`src/rtl/mem_access_ctrl.sv`:
```
// MEM-stage data-memory initiator: word loads with lane extension, word stores,
// and two-cycle read-modify-write for half-word and byte stores.
module mem_access_ctrl #(
    parameter int unsigned ADDR_WIDTH = 32
) (
    input  logic                  clk,
    input  logic                  reset,
    input  logic                  req_valid,
    input  logic [3:0]            req_op,
    input  logic [ADDR_WIDTH-1:0] req_addr,
    input  logic [31:0]           req_wdata,
    input  logic [31:0]           req_pc,
    output logic                  stall,
    output logic                  done,
    output logic                  misaligned,
    output logic [31:0]           load_data,
    output logic [ADDR_WIDTH-1:0] mem_addr,
    output logic [31:0]           mem_wdata,
    output logic                  mem_we,
    output logic [31:0]           mem_pc,
    input  logic [31:0]           mem_rdata
);

    typedef enum logic {StIdle, StWrite} state_e;

    state_e                state_q, state_d;
    logic [ADDR_WIDTH-1:0] addr_q, addr_d;
    logic [31:0]           data_q, data_d;
    logic [31:0]           pc_q, pc_d;

    logic op_lw, op_lh, op_lhu, op_lb, op_lbu, op_sw, op_sh, op_sb;
    logic is_load, is_mem, sub_store, aligned;
    logic [7:0]  byte_sel;
    logic [15:0] half_sel;
    logic [31:0] ld_ext;
    logic [31:0] merged;
    logic [ADDR_WIDTH-1:0] word_addr;

    assign word_addr = {req_addr[ADDR_WIDTH-1:2], 2'b00};

    // Decode the request opcode; unused encodings behave as NOP.
    always_comb begin
        op_lw  = 1'b0;
        op_lh  = 1'b0;
        op_lhu = 1'b0;
        op_lb  = 1'b0;
        op_lbu = 1'b0;
        op_sw  = 1'b0;
        op_sh  = 1'b0;
        op_sb  = 1'b0;
        case (req_op)
            4'd1:    op_lw  = 1'b1;
            4'd2:    op_lh  = 1'b1;
            4'd3:    op_lhu = 1'b1;
            4'd4:    op_lb  = 1'b1;
            4'd5:    op_lbu = 1'b1;
            4'd6:    op_sw  = 1'b1;
            4'd7:    op_sh  = 1'b1;
            4'd8:    op_sb  = 1'b1;
            default: ;
        endcase
    end

    assign is_load   = op_lw | op_lh | op_lhu | op_lb | op_lbu;
    assign sub_store = op_sh | op_sb;
    assign is_mem    = is_load | op_sw | sub_store;

    // Word ops need a 4-byte boundary, half ops a 2-byte one; bytes always fit.
    always_comb begin
        aligned = 1'b1;
        if (op_lw || op_sw) begin
            aligned = (req_addr[1:0] == 2'b00);
        end else if (op_lh || op_lhu || op_sh) begin
            aligned = ~req_addr[0];
        end
    end

    assign byte_sel = mem_rdata[{req_addr[1:0], 3'b000} +: 8];
    assign half_sel = mem_rdata[{req_addr[1], 4'b0000} +: 16];

    // Extend the addressed lane of the read word.
    always_comb begin
        ld_ext = mem_rdata;
        if (op_lh) begin
            ld_ext = {{16{half_sel[15]}}, half_sel};
        end else if (op_lhu) begin
            ld_ext = {16'h0000, half_sel};
        end else if (op_lb) begin
            ld_ext = {{24{byte_sel[7]}}, byte_sel};
        end else if (op_lbu) begin
            ld_ext = {24'h000000, byte_sel};
        end
    end

    // Splice the store lane into the current memory word for the RMW write-back.
    always_comb begin
        merged = mem_rdata;
        if (op_sh) begin
            merged[{req_addr[1], 4'b0000} +: 16] = req_wdata[15:0];
        end else begin
            merged[{req_addr[1:0], 3'b000} +: 8] = req_wdata[7:0];
        end
    end

    // Next state: an aligned SH/SB in IDLE latches its merged word and moves to WRITE.
    always_comb begin
        state_d = state_q;
        addr_d  = addr_q;
        data_d  = data_q;
        pc_d    = pc_q;
        if (state_q == StWrite) begin
            state_d = StIdle;
        end else if (req_valid && sub_store && aligned) begin
            state_d = StWrite;
            addr_d  = word_addr;
            data_d  = merged;
            pc_d    = req_pc;
        end
    end

    // State and RMW latches with synchronous reset.
    always_ff @(posedge clk) begin
        if (reset) begin
            state_q <= StIdle;
            addr_q  <= '0;
            data_q  <= '0;
            pc_q    <= '0;
        end else begin
            state_q <= state_d;
            addr_q  <= addr_d;
            data_q  <= data_d;
            pc_q    <= pc_d;
        end
    end

    // Memory port and pipeline handshake; reset suppresses all side effects.
    always_comb begin
        stall      = 1'b0;
        done       = 1'b0;
        misaligned = 1'b0;
        load_data  = '0;
        mem_addr   = word_addr;
        mem_wdata  = req_wdata;
        mem_we     = 1'b0;
        mem_pc     = req_pc;
        if (state_q == StWrite) begin
            // Request inputs still show the same store; they are ignored here.
            mem_addr  = addr_q;
            mem_wdata = data_q;
            mem_pc    = pc_q;
            if (!reset) begin
                mem_we = 1'b1;
                done   = 1'b1;
            end
        end else if (!reset && req_valid && is_mem) begin
            if (!aligned) begin
                misaligned = 1'b1;
            end else if (is_load) begin
                done      = 1'b1;
                load_data = ld_ext;
            end else if (op_sw) begin
                mem_we = 1'b1;
                done   = 1'b1;
            end else begin
                stall = 1'b1;
            end
        end
    end

endmodule

```
`config.mk`:
```
export PLATFORM = sky130hd
export DESIGN_NAME = mem_access_ctrl
export DESIGN_NICKNAME = d
export VERILOG_FILES = /design/src/rtl/mem_access_ctrl.sv
export SDC_FILE = /design/constraint.sdc
export NUM_CORES = 1
export LEC_CHECK = 0
export ABC_AREA = 0
export CORE_MARGIN = 1
export CORE_UTILIZATION = 47
export CTS_BUF_LIST = sky130_fd_sc_hd__clkbuf_8
export DETAILED_ROUTE_END_ITERATION = 7
export GPL_TIMING_DRIVEN = 0
export PLACE_DENSITY = 0.88
export SLEW_MARGIN = 25
export SYNTH_ARGS = -nofsm -noshare
export SYNTH_HDL_FRONTEND = slang
export SYNTH_SLANG_ARGS = --single-unit
```
`constraint.sdc`:
```
create_clock -name clk -period 6.7 [get_ports clk]
set_input_delay 1.34 -clock clk [delete_from_list [all_inputs] [get_ports clk]]
set_output_delay 1.34 -clock clk [all_outputs]
set_load 0.05 [all_outputs]
```
Word-level counts from Yosys, hierarchy flattened. Index checks and enable logic that the tools add are counted.

Bits in registers: 95. Input port bits: 135. Output and inout bits: 132. Word-level logic and storage cells: 83.

Add/subtract/negate cells: 2. Eq/ne operators: 8. Shift-type cells: 6. Muxes and demuxes: 43. Bitwise gates (word level): 9. Reductions and logical operators: 11.

Operators by type and width (count): 32-bit 2-to-1 mux (12); 32-bit bitwise mux (2); 16-bit by 7-bit variable shift with 32-bit output, first input constant (1); 8-bit by 7-bit variable shift with 32-bit output, first input constant (1); 16-bit by 7-bit indexed part select with 32-bit output (1); 32-bit by 6-bit indexed part select with 16-bit output (1); 32-bit by 6-bit indexed part select with 8-bit output (1); 8-bit by 7-bit indexed part select with 32-bit output (1); 1-bit 2-to-1 mux (29); 4-bit by 3-bit == test with 1-bit output, second input constant (4); 5-bit negator with 7-bit output (2); 4-bit by 2-bit == test with 1-bit output, second input constant (2); 1-bit OR (7); 4-bit by 1-bit == test with 1-bit output, second input constant (1); 4-bit == test, second input constant (1); 1-bit logical AND (4); 1-bit logical OR (3); 2-bit zero test (1); 1-bit NOT (2); 2-bit AND reduction (1); 2-bit OR reduction (1); 1-bit zero test (1).

Logic depth before layout (Yosys ltp). Gate-level depths: netlist (run 1).

Word-level depth: 11. Gate-level depth with buffers: 8. Mapped depth without buffers: 6.

Worst setup path before layout (run 1). No wires, ideal clock.

Path type: input to output. Start point: input port req_addr[1]. End point: output port load_data[0]. Arrival time: 3.956 ns. Data required time: 5.360 ns. Setup slack: 1.404 ns. Stages: 6. Path buffers: 1. Cells stage by stage: buf_4 inv_1 ha_1 o41a_1 nand2_2 nor4b_1.

Longest elaborated chain between the ends: 9. Elaborated cells between the ends (all ways): 12. Classes of those cells: shift: 2; mux: 9; reduce/logical: 1.

RTL lines: from (decl) (RTL line 10) `input logic [ADDR_WIDTH-1:0] req_addr,`; 32-bit by 6-bit indexed part select with 8-bit output (RTL line 78) `assign byte_sel = mem_rdata[{req_addr[1:0], 3'b000} +: 8];`; 32-bit 2-to-1 mux (RTL line 90) `end else if (op_lbu) begin`; 32-bit 2-to-1 mux (RTL line 88) `end else if (op_lb) begin`; 32-bit 2-to-1 mux (RTL line 86) `end else if (op_lhu) begin`; 32-bit 2-to-1 mux (RTL line 84) `if (op_lh) begin`; 32-bit 2-to-1 mux (RTL line 158) `end else if (is_load) begin`; 32-bit 2-to-1 mux * (RTL line 156) `if (!aligned) begin`; 32-bit 2-to-1 mux * (RTL line 155) `end else if (!reset && req_valid && is_mem) begin`; 32-bit 2-to-1 mux * (RTL line 146) `if (state_q == StWrite) begin`; to (decl) (RTL line 16) `output logic [31:0] load_data,`.

Every way passes the cells marked *; elsewhere a longest branch is shown, timed or not.

Worst setup path after layout (run 1). Ends and elaborated chain as after synthesis.

==> impl_metrics.toml, run 1 <==
[timing]
hold_viol = 0
timing.fmax_mhz = 171
tightest_slew_ns = 0.711
final.setup.tns_ns = 0
period_share_pct = 87.4
rsz0062_at_grt = "false"
max_slew_margin_pct = 52.6
slew_violations = 0
fin_skew_ns = 0.00824
setup_viol = 0
min_period_ns = 5.86

[final_layout]
multi_input_area_um2 = 3820
layout.nets = 1165
final_util_pct = 72.2
fill_cells = 982
final_cell_mix = "clkdlybuf4s50_1, nand2_1, mux2_2, dfxtp_1, a21oi_1"
regArea_um2 = 1900
antennaDiodeCount = 0
drive_above_1_share_pct = 16.2
final_common_cell = "clkdlybuf4s50_1"
area_delta_synth_final_pct = 49.6

[route]
wl_per_cell_um = 18.1
route.vias.total = 6898
first_iter_violations = 666
drt_pass1_iterations = 6
drtAntennaViolNets = 0
viasPerCell = 5.74
drc_errors = 0
wl_um = 21700

[global_route]
grt_pass1_wl_um = 32400
grt_max_degree = 17
grt_pass1_vias = 6297
grt_usage_pct = 31.3
grt_overflow = 0
antenna_found_initial = 0

[clocking]
post_cts_buffers = 0
clk_latency_ns = 0.36
cts_sinks = 95
clk_pin_slew_ns = 0.10
cts_resized = 0
cts_tree = "done"
numCtsBuffers = 9
cts_buffer_depth = 2
holdBufCountCts = 0
cts-root-buf = "clkbuf_8"
htreeDepth = 3

[logic_synthesis]
yosys.area_share.simple_pct = 20.6
synth_area_um2 = 6120
yosysTopAreaCellShare_pct = 31.1
synth_largest_area_cell = "dfxtp_1"
ys.flop_type = "dfxtp_1"
yosys_warnings = 0
synth.distinct_cells = 51
synthXorXnorAreaFrac_pct = 0.143
synthAdderAreaFrac_pct = 1.02
muxShareOfSynthArea_pct = 21.5
syn_inst = 750
netlist_top_cells_area = "dfxtp_1, mux2_2, nand2_1"
syn_avg_cell_area_um2 = 8.16
synth_edf_count = 0
synth_top_family_by_area = "multiplexers"
async_flop_share_pct = 0
yosysSeqAreaShare_pct = 31.1
synth_seq_cells = 95
synth_compound_area_share_pct = 18.9

[setup_path]
crit_type = "primary input to primary output"
cp_num_buf_inv = 4
crit_required_ns = 5.36
crit_chain = "clkdlybuf4s50_1 > buf_4 > inv_1 > ha_1 > o41a_1 > nand2_2 > nor4b_1 > clkdlybuf4s50_1"
crit_family = "buffers and inverters"
max_stage_delay_ns = 0.91
startpoint_type = "primary input"
endpoint_kind = "primary output"
path_max_fanout = 9
arrival_ns = 4.52
crit_path_frequent_cell = "clkdlybuf4s50_1"
cpMaxStageDelayCell = "clkdlybuf4s50_1"

[pwr]
cellLeakagePower_uw = 0.00323
powerDensity_nw_per_um2 = 157
worst_ir_drop_vdd_uv = 113

[placement]
io_buffers = 263
routabilityCongestion = 0.952
place_hpwl_um = 16700

[floorplan]
core_region_area_um2 = 12700
initial_core_util_pct = 48.3
rows = 41
chipHeight_um = 116
die_area_um2 = 13500
io_pins = 267
fp.dieW_um = 116

[outcome]
status = "completed"

[min_path]
hp-class = "flip-flop to flip-flop"

[job]
drv_cap = 0
[synth_stat cells, types with 14 or more instances]
library cell / n
mux2i_1: 17
nor3_1: 20
a221oi_1: 33
mux2_2: 95
a31oi_1: 16
a21oi_1: 81
nand2_1: 155
buf_2: 23
clkbuf_1: 23
o22ai_1: 14
dfxtp_1: 95
buf_4: 20
a211o_1: 16
nor2_1: 57
[where the power goes]
part | internal, uW | total, uW | switching (uW) | leakage (uW)
logic | 206 | 495 | 288 | 0.00237
registers | 576 | 582 | 5.92 | 0.000768
clock network | 147 | 357 | 210 | 0.0000878
total | 929 | 1430 | 505 | 0.00323
[sequential cells by signal, summed over array words and instances (netlist names)]
register / cells
data_q: 32
state_q: 1
addr_q: 30
pc_q: 32
[through the flow]
stage                     cells  setup WS, ns  total power [uW]  hold slack, ns  instance area, um2
after detailed placement   1186         0.935              1080           0.444                8970
final                      1202         0.843              1430           0.456                9150
after floorplan             751          1.40               877           0.433                6120
after CTS                  1202         0.920              1440           0.459                9150
after global placement     1186         0.936              1080           0.438                8970
after global routing       1202         0.742              1490           0.473                9150
[per-layer routing]
metal,up-vias,part of all wire [%],wire [um],global-route usage (%)
met2,420,47,10200,52.5
met1,3180,41,8970,39.2
met3,59,8.9,1930,6.28
met5,-,0,0,0
met4,0,3.1,679,12.9
li1,3239,-,-,-
[worst min-delay path, cell delays in order (launching register included)]
cell	delay, ns
dfxtp_1	0.32
nand2_1	0.05
a21oi_1	0.05
[worst paths after layout]
kind | start | end | slack, ns | cells past startpoint
setup / recovery | req_addr[1] | load_data[0] | 0.84 | 8
hold reg to reg | addr_q[16] | addr_q[16] | 0.46 | 2
setup reg to reg | state_q | addr_q[10] | 4.89 | 8
hold / removal | addr_q[16] | addr_q[16] | 0.46 | 2
[cell families after synthesis]
group,Yosys count
AO/OA/AOI/OAI,177
XOR/XNOR,1
adder cells (fa/ha/maj),5
buffers and inverters,78
flip-flops,95
multiplexers,117
other,1
AND/OR/NAND/NOR,276
[area by class of cell]
| class | count | share of cell area [%] |
|---|---|---|
| Tap cell | 172 | 2.35 |
| Clock buffer | 10 | 1.50 |
| Inverter | 9 | 0.369 |
| Timing Repair Buffer | 263 | 28.8 |
| Buffer | 69 | 4.05 |
| Multi-Input combinational cell | 578 | 41.7 |
| Clock inverter | 6 | 0.506 |
| Sequential cell | 95 | 20.8 |
(Power assumes the default switching activity.)
==> run 2: changes to the inputs <==
CELL_PAD_IN_SITES_DETAIL_PLACEMENT = 1   (was unset)
CELL_PAD_IN_SITES_GLOBAL_PLACEMENT = 1   (was unset)
CORE_UTILIZATION = 33   (was 47)
PLACE_DENSITY = 0.91   (was 0.88)
==> run 2 against run 1 <==
Against the previous run:
- the run now ends with DRC left
- cell count increased by 4.7%
- non-clock buffer count unchanged
- routed wire length increased by 17%
- via count increased by 0.74%
- design area increased by 1.1%
- sequential cell count unchanged
- sequential share of layout area decreased by 0.22 points
- combinational power increased by 1%
- power increased by 4.5%
- clock skew increased by 0.0055 ns
- largest power group unchanged
==> impl_metrics.toml, run 2 (synthesized netlist as in run 1, its figures left out) <==
[timing]
fin_skew_ns = 0.0137
hold_viol = 0
min_period_ns = 5.86
final.setup.tns_ns = 0
timing.fmax_mhz = 171
tightest_slew_ns = 0.736
period_share_pct = 87.5
hold_slack_ns = 0.459
max_slew_margin_pct = 50.9
rsz0062_at_grt = "false"
slew_violations = 0
setup_viol = 0
worst_slack_ns = 0.838

[pwr]
powerDensity_nw_per_um2 = 162
worst_ir_drop_vdd_uv = 109
cellLeakagePower_uw = 0.00324
total_power_uw = 1500

[setup_path]
path_max_fanout = 10
startpoint_type = "primary input"
rr_endpoint = "pc_q[28]"
r2r-start = "state_q"
endpoint_kind = "primary output"
arrival_ns = 4.52
r2r_slack_ns = 4.81
crit_type = "primary input to primary output"
worst-r2r-cell-count = 8
crit_required_ns = 5.36

[final_layout]
final_common_cell = "clkdlybuf4s50_1"
reg.largest.list = "data_q (32), pc_q (32), addr_q (30)"
drive_above_1_share_pct = 16.3
layout.nets = 1165
antennaDiodeCount = 0
final_util_pct = 51.1
area_delta_synth_final_pct = 51.2
final_cell_mix = "clkdlybuf4s50_1, nand2_1, mux2_2, dfxtp_1, a21oi_1"

[placement]
io_buffers = 263
pre_cts_ws_ns = 0.915
place_hpwl_um = 19800
routabilityCongestion = 0.912

[clocking]
cts_buffer_depth = 2
cts_sinks = 95
htreeDepth = 3
post_cts_buffers = 0
cts-root-buf = "clkbuf_8"
cts_resized = 0
clk_latency_ns = 0.38
numCtsBuffers = 9
clk_pin_slew_ns = 0.11
holdBufCountCts = 0
cts_tree = "done"

[floorplan]
rows = 49
core_region_area_um2 = 18100
fp.dieW_um = 138
initial_core_util_pct = 33.8
chipHeight_um = 138
die_area_um2 = 19100
io_pins = 267

[min_path]
hp-class = "flip-flop to flip-flop"
whs_path_depth = 2
worst_hold_path.endpoint = "pc_q[13]"
min_from = "pc_q[13]"

[route]
drc_errors = 38
first_iter_violations = 355
drtAntennaViolNets = 0
route.vias.total = 6949
wl_um = 25400
viasPerCell = 5.52
wl_per_cell_um = 20.1
drt_pass1_iterations = 7

[global_route]
grt_max_degree = 19
grt_pass1_vias = 7117
grt_pass1_wl_um = 39300
grt_overflow = 0
antenna_found_initial = 0
grt_usage_pct = 26.1

[job]
drv_cap = 0

[outcome]
violations = "DRC"
status = "finished, violations left"
[run 2: changes by cell type in the layout (fill, tap and decap cells not counted), sizes merged]
cell,delta
bufinv,+1
inv,+3
clkinvlp,-3
clkbuf,-1
[run 2: worst max path at each step]
stage           startpoint           end  slack, ns  depth (start not counted)
4_1_cts        req_addr[1]  load_data[5]       0.90                          9
3_3_place_gp   req_addr[1]  load_data[5]       0.94                          9
5_1_grt        req_addr[1]  load_data[5]       0.69                          9
2_1_floorplan  req_addr[1]  load_data[0]       1.40                          6
6_report       req_addr[1]  load_data[5]       0.84                          9
3_5_place_dp   req_addr[1]  load_data[5]       0.92                          9
[run 2: layout make-up]
| cell class | instances | area, um2 |
|---|---|---|
| fill | 2158 | 8840 |
| multi-input combinational | 578 | 3820 |
| timing repair buffer | 263 | 2630 |
| sequential | 95 | 1900 |
| buffer | 69 | 370 |
| tap | 229 | 287 |
| clock buffer | 9 | 124 |
| clock inverter | 7 | 85.1 |
| inverter | 9 | 33.8 |
[run 2: routing by layer]
metal  vias up  global-route usage, %  wire (um)
li1       3245                      -          -
met1      3345                   32.3      10900
met2       305                   44.7      11900
met3        54                   5.82       1830
met4         0                   9.28        713
met5         -                      0          0
[run 2: report_power, final]
group | switching, uW | internal, uW | leakage (uW)
Clock | 233 | 181 | 0.000107
Sequential | 6.34 | 576 | 0.000768
Combinational | 295 | 207 | 0.00237
[run 2: critical path: stages]
cell and delay [ns]:
clkdlybuf4s50_1 0.48, buf_4 0.22, inv_1 0.20, ha_1 0.40, o41a_1 0.28, nand2_2 0.15, buf_2 0.24, nor4b_2 0.35
clkdlybuf4s50_1 0.86
[run 2: stage by stage]
step / std cells / area (um2)
after floorplan: 751 / 6120
after global placement: 1243 / 9040
after detailed placement: 1243 / 9040
after CTS: 1259 / 9250
after global routing: 1259 / 9250
final: 1259 / 9250
==> edit (flow settings as in run 2) <==
Take the reset off `addr_q` and load it in a clocked block of its own.
--- a/src/rtl/mem_access_ctrl.sv
+++ b/src/rtl/mem_access_ctrl.sv
@@ -124,3 +124,2 @@
             state_q <= StIdle;
-            addr_q  <= '0;
             data_q  <= '0;
@@ -129,3 +128,2 @@
             state_q <= state_d;
-            addr_q  <= addr_d;
             data_q  <= data_d;
@@ -133,2 +131,6 @@
         end
+    end
+
+    always_ff @(posedge clk) begin
+        addr_q <= addr_d;
     end
Function: same outputs for any inputs over 4 cycles, from zero or initial values and one cycle with reset high; that may be too few to reach the edited logic, so the function may still have changed.
==> edit against run 2 <==
- sequential cell count stayed put
- utilization is 0.083 points lower
- total power increased by 2.2%
- sequential power increased by 4.3%
- worst setup slack lost 620 ps
- sequential share of layout area up 3.4 points
- non-clock buffer count is 1 lower
- critical path depth grew 3
- count of clock-buffer cells in the layout unchanged
- design area down 0.50%
- via count is 2.4% lower
- wire length is essentially flat
- area after synthesis down 0.72%
- highest routed layer unchanged
==> edit: results (changes against run 2) <==
** Outcome
- Status :: completed

** Clock network
- Clock Path Buffers :: 2 (unchanged)
- Clock Root Buffer :: sky130_fd_sc_hd__clkbuf_8
- The CTS buffer count was 9 (unchanged).
- Clock-pin slew reported for the worst setup and hold paths after clock tree synthesis :: 110 ps (about the same)
- Insertion delay of the later-clocked pin in the worst-skew pair :: just under 400 ps
- Number of setup buffers added after CTS :: 0 (unchanged)
- The maximum level of the CTS H-tree came to 3 (unchanged).

** Logic synthesis
- By count the netlist is led by sky130_fd_sc_hd__mux2_2 (86), sky130_fd_sc_hd__o21ai_0 (78), sky130_fd_sc_hd__a21oi_1 (68).
- EDFF count, synth :: 30 (+30)
- Biggest area contributors in the synthesized netlist :: sky130_fd_sc_hd__dfxtp_1 (21%), sky130_fd_sc_hd__mux2_2 (16%), sky130_fd_sc_hd__edfxtp_1 (15%)
- The number of warnings issued by yosys was 0 (unchanged).
- Number of different library cells in the post-synthesis netlist :: 46 (-9.8%)
- Share of the yosys chip area belonging to registers :: 36.3% (+5.2 points)
- Fraction of registers with async set/reset :: 0% (unchanged)

** Power and ir drop
- The leakage power summed over all cells came to 3.19 nW (-1.6%).
- The power drawn by the sequential cells was 0.000608 W (+4.3%).
- The clock network fraction of design power came to 26.9% (-0.7 points).
- Maximum resistive drop on vdd :: 84.6 uV (-22%)
- Sw frac :: 35.6% (-0.077 points)

** Place
- The HPWL after detailed placement was 19600 um (-1.1%).
- The placed standard-cell area is 0.00899 sq mm (-0.60%).
- The global placement routability congestion is 0.918 (+0.67%).
- Setup slack at placement :: -208 ps (-1120 ps)
- The count of input and output buffers came to 262 (-0.38%).

** Layout
- The largest registers in the layout are data_q (32), pc_q (32), addr_q (30).
- The area of all placed cells without fillers is 0.00920 sq mm (-0.50%).
- The number of fill cells is 2119 (-1.8%).
- Number of nets in the layout :: 1107 (-5.0%)
- The ratio of cells with drive above 1 in the final layout was 12.3% (-4.0 points).

** Timing
- The count of final setup violators was 0 (unchanged).
- Max Clock Skew :: 10.3 ps (-3.45 ps)
- Worst Tran Pin Value :: 930 ps (+195 ps)

** Critical path
- Max incr delay on CP :: 710 ps (-150 ps)
- The arrival time at the worst endpoint came to 5140 ps (+620 ps).
- Maximum fanout along the worst path :: 10 (unchanged)
- The kind of cell with the highest combined delay along the critical path is buffers and inverters.
- Worst path slowest cell :: sky130_fd_sc_hd__clkdlybuf4s50_1

** GRT
- The pin count of the biggest net entering global routing was 40 (+21).
- The number of antenna violations at the first check in global routing was 1 (+1).
- Wire length of the first global-routing pass :: 37100 um (-5.7%)
- The total routing usage reported by global routing was 25.9% (-0.24 points).

** Min path
- The path class of the tightest hold or removal check is flip-flop to flip-flop.

** Route
- Number of DRC markers in iteration 0 :: 347 (-2.3%)
- The via count was 6784 (-2.4%).
- Routed len/inst :: 21.1 um (+4.8%)
- The detailed-router iteration count before antenna repair was 5 (-2).

** Run
- The max-cap violation count was 0 (unchanged).
[edit: final timing paths]
kind                    start           end  slack (ps)  cells after the start
hold / removal     data_q[18]    data_q[18]         480                      1
setup reg to reg      state_q     addr_q[9]        4120                      5
setup / recovery  req_addr[0]  load_data[5]         220                     12
hold reg to reg    data_q[18]    data_q[18]         480                      1
[edit: routing by layer]
metal | share of wire (%) | GRT usage (%)
met5 | 0 | 0
met4 | 2.8 | 10.5
met3 | 8.7 | 7.28
met2 | 49 | 43.9
met1 | 40 | 30.6
[edit: stage by stage]
step           hold slack, ps  setup TNS, ps  total power [W]  std cells
6_report                  478              0          0.00153       1202
5_1_grt                   488              0          0.00159       1202
4_1_cts                   477              0          0.00154       1201
3_5_place_dp              447          -3520          0.00113       1185
3_3_place_gp              447          -1110          0.00112       1185
2_1_floorplan             427              0         0.000908        694
[edit: kinds of logic (layout without fill, tap and decap cells)]
family / Yosys count / in the layout / share of synthesized area, %
AND/OR/NAND/NOR: 145 / 145 / 12.6
other: 1 / 3 / 0.0617
XOR/XNOR: 1 / 1 / 0.144
AO/OA/AOI/OAI: 256 / 256 / 26.0
adder cells (fa/ha/maj): 5 / 5 / 1.03
multiplexers: 91 / 91 / 17.0
flip-flops: 95 / 95 / 36.3
buffers and inverters: 99 / 377 / 6.94
[edit: final cells by class]
cell class / instances / area share (%)
antenna: 1 / 0.0272
tap: 229 / 3.11
timing repair buffer: 262 / 28.5
sequential: 95 / 23.9
clock buffer: 9 / 1.35
inverter: 30 / 1.22
buffer: 69 / 3.41
multi-input combinational: 500 / 37.6
clock inverter: 7 / 0.829
[edit: repair_timing]
item / in CTS / in global routing
resized for setup: 2 / 6
endpoints found under the setup margin: 30 / 30
hold buffers: 0 / 0
